File: src/rtl/times_table_pkg.sv
// Shared types and helpers for the times-table writer: FSM states, default
// operand widths and the end-of-table address detect.
package times_table_pkg;

  localparam int TT_A_W = 3;
  localparam int TT_B_W = 3;

  typedef enum logic [2:0] {
    IDLE,
    WRITE,
    READ,
    FLUSH,
    DONE
  } tt_state_e;

  // True when {a,b} is the all-ones address, i.e. the final table entry.
  function automatic logic tt_last(input int a, input int b, input int a_w, input int b_w);
    return (a == (1 << a_w) - 1) && (b == (1 << b_w) - 1);
  endfunction

endpackage

File: src/rtl/tt_seq_gen.sv
// Walks {a,b} over the whole table in row-major order and keeps acc = a*b
// by repeated addition of a along each row.
module tt_seq_gen
  import times_table_pkg::*;
#(
  parameter  int A_W    = TT_A_W,
  parameter  int B_W    = TT_B_W,
  localparam int ADDR_W = A_W + B_W
) (
  input  logic              clk,
  input  logic              rst_n,
  input  logic              clr,
  input  logic              step,
  output logic [A_W-1:0]    a,
  output logic [B_W-1:0]    b,
  output logic [ADDR_W-1:0] acc,
  output logic              last
);

  logic [A_W-1:0]    a_q, a_d;
  logic [B_W-1:0]    b_q, b_d;
  logic [ADDR_W-1:0] acc_q, acc_d;

  always_comb begin
    a_d   = a_q;
    b_d   = b_q;
    acc_d = acc_q;
    if (clr) begin
      a_d   = '0;
      b_d   = '0;
      acc_d = '0;
    end else if (step) begin
      // End of a row: restart the product at a*0 for the next row.
      if (b_q == '1) begin
        b_d   = '0;
        acc_d = '0;
        a_d   = a_q + 1'b1;
      end else begin
        b_d   = b_q + 1'b1;
        acc_d = acc_q + ADDR_W'(a_q);
      end
    end
  end

  always_ff @(posedge clk or negedge rst_n) begin
    if (!rst_n) begin
      a_q   <= '0;
      b_q   <= '0;
      acc_q <= '0;
    end else begin
      a_q   <= a_d;
      b_q   <= b_d;
      acc_q <= acc_d;
    end
  end

  assign a    = a_q;
  assign b    = b_q;
  assign acc  = acc_q;
  assign last = tt_last(int'(a_q), int'(b_q), A_W, B_W);

endmodule

File: src/rtl/times_table_writer.sv
// Loads the A x B times table into a single-port RAM at address {a,b}, then
// reads every entry back and flags the first mismatching address.
module times_table_writer
  import times_table_pkg::*;
#(
  parameter  int A_W    = TT_A_W,
  parameter  int B_W    = TT_B_W,
  localparam int ADDR_W = A_W + B_W
) (
  input  logic              clk,
  input  logic              rst_n,
  input  logic              start,
  output logic              busy,
  output logic              done,
  output logic              err,
  output logic [ADDR_W-1:0] err_addr,
  output logic              ena,
  output logic              wea,
  output logic [ADDR_W-1:0] addra,
  output logic [ADDR_W-1:0] dina,
  input  logic [ADDR_W-1:0] douta
);

  tt_state_e state_q, state_d;

  logic              seq_clr, seq_step, seq_last;
  logic [A_W-1:0]    seq_a;
  logic [B_W-1:0]    seq_b;
  logic [ADDR_W-1:0] seq_acc;

  logic              chk_vld_q, chk_vld_d;
  logic [ADDR_W-1:0] exp_q, exp_d;
  logic [ADDR_W-1:0] chk_addr_q, chk_addr_d;
  logic              err_q, err_d;
  logic [ADDR_W-1:0] err_addr_q, err_addr_d;

  tt_seq_gen #(.A_W(A_W), .B_W(B_W)) u_seq (
    .clk   (clk),
    .rst_n (rst_n),
    .clr   (seq_clr),
    .step  (seq_step),
    .a     (seq_a),
    .b     (seq_b),
    .acc   (seq_acc),
    .last  (seq_last)
  );

  always_ff @(posedge clk or negedge rst_n) begin
    if (!rst_n) state_q <= IDLE;
    else        state_q <= state_d;
  end

  always_comb begin
    state_d  = state_q;
    seq_clr  = 1'b0;
    seq_step = 1'b0;
    case (state_q)
      IDLE: if (start) begin
        state_d = WRITE;
        seq_clr = 1'b1;
      end
      WRITE: if (seq_last) begin
        state_d = READ;
        seq_clr = 1'b1;
      end else begin
        seq_step = 1'b1;
      end
      READ: begin
        seq_step = 1'b1;
        if (seq_last) state_d = FLUSH;
      end
      FLUSH:   state_d = DONE;
      DONE:    state_d = IDLE;
      default: state_d = IDLE;
    endcase
  end

  always_comb begin
    busy  = 1'b0;
    done  = 1'b0;
    ena   = 1'b0;
    wea   = 1'b0;
    addra = '0;
    dina  = '0;
    case (state_q)
      WRITE: begin
        busy  = 1'b1;
        ena   = 1'b1;
        wea   = 1'b1;
        addra = {seq_a, seq_b};
        dina  = seq_acc;
      end
      READ: begin
        busy  = 1'b1;
        ena   = 1'b1;
        addra = {seq_a, seq_b};
      end
      FLUSH:   busy = 1'b1;
      DONE:    done = 1'b1;
      default: ;
    endcase
  end

  // Expected value and address trail the read issue by one cycle to meet douta.
  always_comb begin
    chk_vld_d  = (state_q == READ);
    exp_d      = seq_acc;
    chk_addr_d = {seq_a, seq_b};
    err_d      = err_q;
    err_addr_d = err_addr_q;
    if (state_q == IDLE && start) begin
      err_d      = 1'b0;
      err_addr_d = '0;
    end else if (chk_vld_q && douta != exp_q) begin
      err_d = 1'b1;
      if (!err_q) err_addr_d = chk_addr_q;
    end
  end

  always_ff @(posedge clk or negedge rst_n) begin
    if (!rst_n) begin
      chk_vld_q  <= 1'b0;
      exp_q      <= '0;
      chk_addr_q <= '0;
      err_q      <= 1'b0;
      err_addr_q <= '0;
    end else begin
      chk_vld_q  <= chk_vld_d;
      exp_q      <= exp_d;
      chk_addr_q <= chk_addr_d;
      err_q      <= err_d;
      err_addr_q <= err_addr_d;
    end
  end

  assign err      = err_q;
  assign err_addr = err_addr_q;

endmodule

File: config.mk
export PLATFORM = sky130hd
export DESIGN_NAME = times_table_writer
export DESIGN_NICKNAME = d
export VERILOG_FILES = /design/src/rtl/times_table_pkg.sv /design/src/rtl/tt_seq_gen.sv /design/src/rtl/times_table_writer.sv
export SDC_FILE = /design/constraint.sdc
export NUM_CORES = 1
export LEC_CHECK = 0
export ABC_AREA = 0
export ABC_CLOCK_PERIOD_IN_PS = 1800
export CAP_MARGIN = 20
export CORE_MARGIN = 1.5
export CORE_UTILIZATION = 30
export CTS_BUF_LIST = sky130_fd_sc_hd__clkbuf_4
export CTS_CLUSTER_SIZE = 25
export DETAILED_ROUTE_END_ITERATION = 16
export GPL_TIMING_DRIVEN = 0
export PLACE_DENSITY_LB_ADDON = 0.3
export SETUP_SLACK_MARGIN = 0.05
export SLEW_MARGIN = 5
export SYNTH_ARGS = -nofsm -noshare
export SYNTH_HDL_FRONTEND = slang
export SYNTH_SLANG_ARGS = --single-unit
File: constraint.sdc
create_clock -name clk -period 1.8 [get_ports clk]
set_clock_uncertainty 0.2 [all_clocks]
set_input_delay 0.27 -clock clk [delete_from_list [all_inputs] [get_ports clk]]
set_output_delay 0.27 -clock clk [all_outputs]
set_load 0.02 [all_outputs]
==> summary.txt, run 1 <==
Drt
  • Vias per cell: approximately 4.9
  • ANT nets after route: 0
  • Routed WL: 3980 µm
  • Routed WL per cell: approximately 14 µm
  • Drt pass-1 iters: 4
  • Iter 0 DRT Violations: 48
  • Residual DRC count: 0
  • Vias: 1,423

Pwr
  • Leak pwr: roughly 1.3 nW
  • P_sw: 1.35 mW
  • Clock share of power: 11.3%
  • Total chip power: around 3.7 mW
  • Seq pwr share: between 30% and 40%
  • P_int: 2.34 mW
  • Comb power frac: between 50% and 60%
  • Peak supply drop: approximately 820 µV
  • Switch share: between 30% and 40%
  • Pwr dens: 1400 nW/µm²

Flow run
  • Max-Cap Viols: 0

Worst setup path
  • Class of the most critical setup path: reg -> reg
  • FF-to-FF Start: state_q[0]$_DFFE_PN0P_
  • Worst Setup Start Kind: flip-flop
  • Bufs and invs on worst path: 2
  • Arr. time, crit path: 2.08 ns
  • Slowest-stage cell, CP: or4b_4
  • R2R depth: 6
  • CP endpoint kind: flip-flop
  • Cells along the critical path: buf_4 > or4b_4 > buf_2 > and3_1 > a32oi_1 > nand3_1
  • Critical path's top delay family: simple AND/OR/NAND/NOR gates
  • Crit path max fanout: 6
  • Reg2reg setup slack: -0.27 ns
  • R2R Path End: err_addr[1]$_DFFE_PN0P_
  • Worst EP required: 1.82 ns
  • CP max stage delay: 0.54 ns

Finish
  • Area Overhead vs Synth: 48.9%
  • Reg area: between 800 and 900 µm²
  • ANT cells: 0
  • Nets: around 240
  • Multi-input gate area: just over 1000 µm²
  • Final instance area: about 2600 µm²
  • Layout cells sized above 1: ~43%
  • Filler instances: about 550
  • Fin cells: 293
  • Final design utilization: between 40 and 50%

Clock tree
  • CTS Buf Count: 5
  • Clk_lat worst skew: around 0.34 ns
  • Clock sinks: 35
  • CTS H-tree lvls: 2
  • CTS tree: yes
  • Root Driver: clkbuf_4
  • Clock Tree Buf Depth: 2
  • Clk slew on worst S/H paths: ~0.12 ns

Timing
  • Fin. Hold Viols: 0
  • Final Setup Violations: 22
  • Tcrit/Tclk final: 115%
  • Max-slew violation count: 0
  • RSZ-0062 raised after global routing: yes
  • Fmax achieved: just under 500 MHz
  • Post-route setup slack: -0.267 ns
  • Final critical-path required period: around 2.1 ns
  • Final setup TNS: -4.66 ns
  • Worst hold slack: 0.254 ns
  • Slew Limit Headroom: between 40% and 50%
  • Slew at the pin closest to its max-slew limit: 0.770 ns

Synth
  • Cell Area, Synth: between 1500 and 2000 µm²
  • Yosys top cell area share: approximately half
  • Post-synth top cells: dfrtp_1, and2_1, nor2_1, nor2b_1
  • Mapped Cells: around 160
  • Main synth FF type: dfrtp_1
  • Seq/Total Area, Yosys: 49.6%
  • Ys async rst share: between 90% and 100%
  • Post-Syn Nets: 175
  • #FFs+latches synth: 35
  • Top cell type by total area after synthesis: dfrtp_1
  • Post-synth EDFFs: 0
  • Top cells by area, synth: dfrtp_1, ha_1, a22o_1
  • Most instantiated library cell after synthesis: dfrtp_1
  • Synthesized area per cell: between 10 and 15 µm²
  • Distinct cell type count after synthesis: 36
  • Synth warnings: 0

GRT
  • Largest net degree at the start of global routing: 36
  • Global-route wire length before repair: roughly 6300 µm
  • Initial antenna violation count: 0
  • Vias in the first global route: ~1,400
  • GRT Total Usage: approximately an eighth
  • Remaining Overflow, GRT: 0

Outcome
  • Status: finished with violations
  • Failing checks: negative setup slack

Min path
  • WHS Endpoint: exp_q[5]$_DFF_PN0_
  • Hold Path Class: reg -> reg
  • Hold path start: u_seq.acc[5]$_DFFE_PN0P_
  • Hold Path Depth: 0

Place
  • Worst slack at placement: -0.557 ns
  • DP HPWL: 2570 µm
  • Placed cell count: 261
  • Input/output buffers: 31
  • DP Area: between 2000 and 2500 µm²
  • Final GP Congestion: approximately 0.83

Floorplan
  • Chip Width: about 80 µm
  • Initial core utilization: about a third
  • Die height: approximately 80 µm
  • Site row count: 27
  • Core area: about 5600 µm²
  • I/O pin count: 32
  • Die ar.: roughly 6400 µm²
==> timing repair <==
action,4_1_cts,5_1_grt
hold endpoints to repair,35,0
setup buffers,18,6
setup endpoints to repair,36,34
hold buffers,1,0
pin swaps,11,8
resized for setup,136,13
cloned,0,1
==> kinds of logic (layout without fill, tap and decap cells) <==
group	count (synthesis)	count (layout)	synth area share, %
buffers and inverters	8	71	3.40
AND/OR/NAND/NOR	70	70	24.2
AO/OA/AOI/OAI	27	27	11.4
multiplexers	2	2	1.28
adder cells (fa/ha/maj)	8	8	6.09
flip-flops	35	35	49.6
XOR/XNOR	8	8	3.97
==> layer usage <==
layer | GRT usage, % | up-vias | share of wire, %
li1 | - | 699 | -
met1 | 15.7 | 693 | 45
met2 | 22.8 | 25 | 51
met3 | 3.09 | 6 | 3.4
met4 | 4.21 | 0 | 1.0
met5 | 0 | - | 0
==> layout by cell type, fill, tap and decap left out, types with 2 or more instances in the layout <==
master,instances
a22o_1,7
nand2b_1,2
a32oi_1,6
o21ai_0,2
dfrtp_1,30
dfrtp_2,5
xor2_1,7
dlygate4sd2_1,7
ha_1,4
buf_6,22
nor2_1,5
buf_4,19
clkbuf_1,2
nor2_4,4
buf_2,2
nand3_1,7
clkdlybuf4s50_1,7
a21o_1,3
and3_1,5
nor2b_1,2
clkinv_1,2
nand2_1,4
or2b_1,5
ha_4,2
and2_4,8
a21oi_2,2
nor2b_4,6
clkbuf_4,5
nand4_1,7
==> worst max path at each step <==
stage / cells after the start / slack (ns) / start / endpoint
after global routing: 6 / -0.35 / state_q[0]$_DFFE_PN0P_ / err_addr[4]$_DFFE_PN0P_
after CTS: 7 / -0.32 / state_q[0]$_DFFE_PN0P_ / addra[4]
after floorplan: 6 / -0.04 / state_q[1]$_DFFE_PN0P_ / err_addr[2]$_DFFE_PN0P_
final: 6 / -0.27 / state_q[0]$_DFFE_PN0P_ / err_addr[1]$_DFFE_PN0P_
after detailed placement: 6 / -0.56 / state_q[0]$_DFFE_PN0P_ / addra[2]
after global placement: 6 / -0.55 / state_q[0]$_DFFE_PN0P_ / addra[0]
==> flip-flops by register name, indices dropped and copies added, names as in the netlist <==
| register | cells |
|---|---|
| chk_vld_q | 1 |
| state_q | 3 |
| u_seq.a | 3 |
| chk_addr_q | 6 |
| exp_q | 6 |
| u_seq.acc | 6 |
| err | 1 |
| u_seq.b | 3 |
| err_addr | 6 |
==> layout make-up <==
class,count,area share [%]
buffer,5,1.67
multi-input combinational,115,38.7
timing repair buffer,57,20.5
inverter,1,0.143
sequential,35,33.6
clock inverter,3,0.571
clock buffer,5,1.43
tap,72,3.43
==> worst reg2reg max path: stages (launching register included) <==
cell and delay [ns]:
dfrtp_1 0.44, buf_4 0.19, or4b_4 0.55, buf_2 0.17
and3_1 0.17, a32oi_1 0.14, nand3_1 0.09
==> power groups by stage <==
| stage | sequential, mW | clock (mW) | combinational [mW] |
|---|---|---|---|
| 6_report | 1.25 | 0.419 | 2.03 |
| 5_1_grt | 1.28 | 0.469 | 2.23 |
| 4_1_cts | 1.24 | 0.431 | 1.91 |
| 3_5_place_dp | 1.30 | 0 | 1.50 |
| 3_3_place_gp | 1.29 | 0 | 1.48 |
| 2_1_floorplan | 1.22 | 0 | 1.05 |
(Power assumes the default switching activity.)
==> inputs of run 2 (changes only) <==
Settings changed: TNS_END_PERCENT set to 20.
==> run 2 against run 1 <==
The run still ends with negative setup slack left. Register-to-register slack lost 0.06 ns. Sequential power grew 3%. Cell area shrank 5.8%. Setup slack lost 0.089 ns. Die area is the same. Utilization shrank 2.7 points. Global-route usage shrank 0.26 points. Via count shrank 2.5%.
==> summary.txt, run 2 (synthesis gave the netlist of run 1 again) <==
Drt
  • ANT nets after route: 0
  • Vias per cell: between 4 and 5
  • Routed WL per cell: around 14 µm
  • Routed WL: between 3000 and 4000 µm
  • Residual DRC count: 0
  • Vias: ~1,400
  • Drt pass-1 iters: 4
  • Iter 0 DRT Violations: 83

Worst setup path
  • Cells along the critical path: buf_6 > buf_4 > nand2b_4 > nor2_4 > nor2_4 > buf_6 > nor2b_4 > buf_6
  • Class of the most critical setup path: reg -> out
  • CP endpoint kind: primary output
  • Critical path's top delay family: buffers and inverters
  • Worst EP required: 1.33 ns
  • Bufs and invs on worst path: 4
  • CP max stage delay: around 0.4 ns
  • Slowest-stage cell, CP: dfrtp_1
  • Arr. time, crit path: between 1.5 and 2 ns
  • Cell repeated most along the worst path: buf_6
  • Crit path max fanout: 6
  • Worst Setup Start Kind: flip-flop

Place
  • Worst slack at placement: -0.573 ns
  • Input/output buffers: 31
  • DP HPWL: ~2600 µm
  • DP Area: 2210 µm²
  • Final GP Congestion: roughly 0.83

Floorplan
  • Site row count: 27
  • Initial core utilization: 31.5%
  • I/O pin count: 32
  • Die ar.: around 6400 µm²
  • Die height: 79.7 µm
  • Chip Width: ~80 µm
  • Core area: approximately 5600 µm²

Clock tree
  • Clock Tree Buf Depth: 2
  • CTS Buf Count: 5
  • Clk slew on worst S/H paths: roughly 0.12 ns
  • Clk_lat worst skew: ~0.35 ns
  • CTS tree: yes
  • Root Driver: clkbuf_4
  • Clock sinks: 35
  • CTS H-tree lvls: 2

Finish
  • Final instance area: ~2500 µm²
  • ANT cells: 0
  • Most frequent cells in the layout: dfrtp_1, buf_6, buf_4
  • Area Overhead vs Synth: 40.3%
  • Leading cell type in the layout, fill and taps excluded: dfrtp_1
  • Layout cells sized above 1: 35.6%
  • Nets: roughly 220

Pwr
  • Pwr dens: around 1400 nW/µm²
  • Peak supply drop: about 970 µV
  • Leak pwr: ~1.2 nW
  • Total chip power: approximately 3.4 mW

GRT
  • Global-route wire length before repair: about 6200 µm
  • Remaining Overflow, GRT: 0
  • Largest net degree at the start of global routing: 36
  • GRT Total Usage: between 10% and 20%
  • Vias in the first global route: 1,338
  • Initial antenna violation count: 0

Flow run
  • Max-Cap Viols: 0

Timing
  • Slew at the pin closest to its max-slew limit: just under 0.8 ns
  • Tcrit/Tclk final: 120%
  • Fmax achieved: approximately 460 MHz
  • Final critical-path required period: about 2.2 ns
  • Fin. Hold Viols: 0
  • Worst hold slack: 0.235 ns
  • Final Setup Violations: 25
  • Final setup TNS: -5.95 ns
  • Slew Limit Headroom: 48.3%
  • Post-route setup slack: -0.356 ns
  • Max-slew violation count: 0
  • RSZ-0062 raised after global routing: yes

Min path
  • Hold Path Class: reg -> reg

Outcome
  • Status: finished with violations
  • Failing checks: negative setup slack
## run 2: cell types whose count changed in the layout (fill, tap and decap cells not counted), sizes merged
cell      previous run  this run
buf                 44        31
clkbuf               8        10
clkinv               2         1
clkinvlp             1         0
## run 2: worst reg2reg max path, delay by kind of cell (launching register included)
| kind | cells | cell delay [ns] |
|---|---|---|
| buf+inv | 3 | 0.43 |
| simple gates | 3 | 0.82 |
| flops | 1 | 0.39 |
| compound gates | 1 | 0.16 |
## run 2: final timing paths
check | start | end | slack (ns) | depth (start not counted)
setup / recovery | state_q[0]$_DFFE_PN0P_ | addra[5] | -0.36 | 8
hold / removal | u_seq.acc[5]$_DFFE_PN0P_ | exp_q[5]$_DFF_PN0_ | 0.23 | 0
hold reg to reg | u_seq.acc[5]$_DFFE_PN0P_ | exp_q[5]$_DFF_PN0_ | 0.23 | 0
max in group asynchronous | rst_n | u_seq.a[0]$_DFFE_PN0P_ | 0.52 | 2
min in group asynchronous | rst_n | u_seq.b[2]$_DFFE_PN0P_ | 0.32 | 2
setup reg to reg | state_q[1]$_DFFE_PN0P_ | err_addr[1]$_DFFE_PN0P_ | -0.33 | 7
## run 2: final cells by class
| class | instances | area, µm² |
|---|---|---|
| Tap cell | 72 | 90.1 |
| Multi-Input combinational cell | 115 | 975 |
| Fill cell | 565 | 3130 |
| Timing Repair Buffer | 42 | 408 |
| Sequential cell | 35 | 877 |
| Inverter | 1 | 3.75 |
| Clock buffer | 7 | 52.6 |
| Buffer | 7 | 66.3 |
| Clock inverter | 1 | 5.00 |
## run 2: per-stage QoR
step                util [%]  cells
finish                  44.2    280
global route            44.2    280
CTS                     43.1    276
detailed placement      39.3    261
global placement        39.4    261
floorplan                  -    158
## run 2: metal layers
metal | up-vias | GRT usage, % | part of all wire, %
met3 | 6 | 4.23 | 4.9
met2 | 33 | 20.9 | 50
li1 | 673 | - | -
met4 | 0 | 3.68 | 1.3
met1 | 675 | 16.0 | 44
met5 | - | 0 | 0
## run 2: what timing repair did
action / 4_1_cts / 5_1_grt
gates resized for setup: 121 / 12
endpoints found under the hold margin: 35 / 0
setup buffers: 7 / 5
endpoints found under the setup margin: 37 / 34
hold buffers: 1 / 0
pin swaps: 5 / 7
## run 2: power by group
part           internal (mW)  switching (mW)
registers               1.05           0.238
clock network          0.182           0.265
logic                  0.946           0.764
total                   2.18            1.27
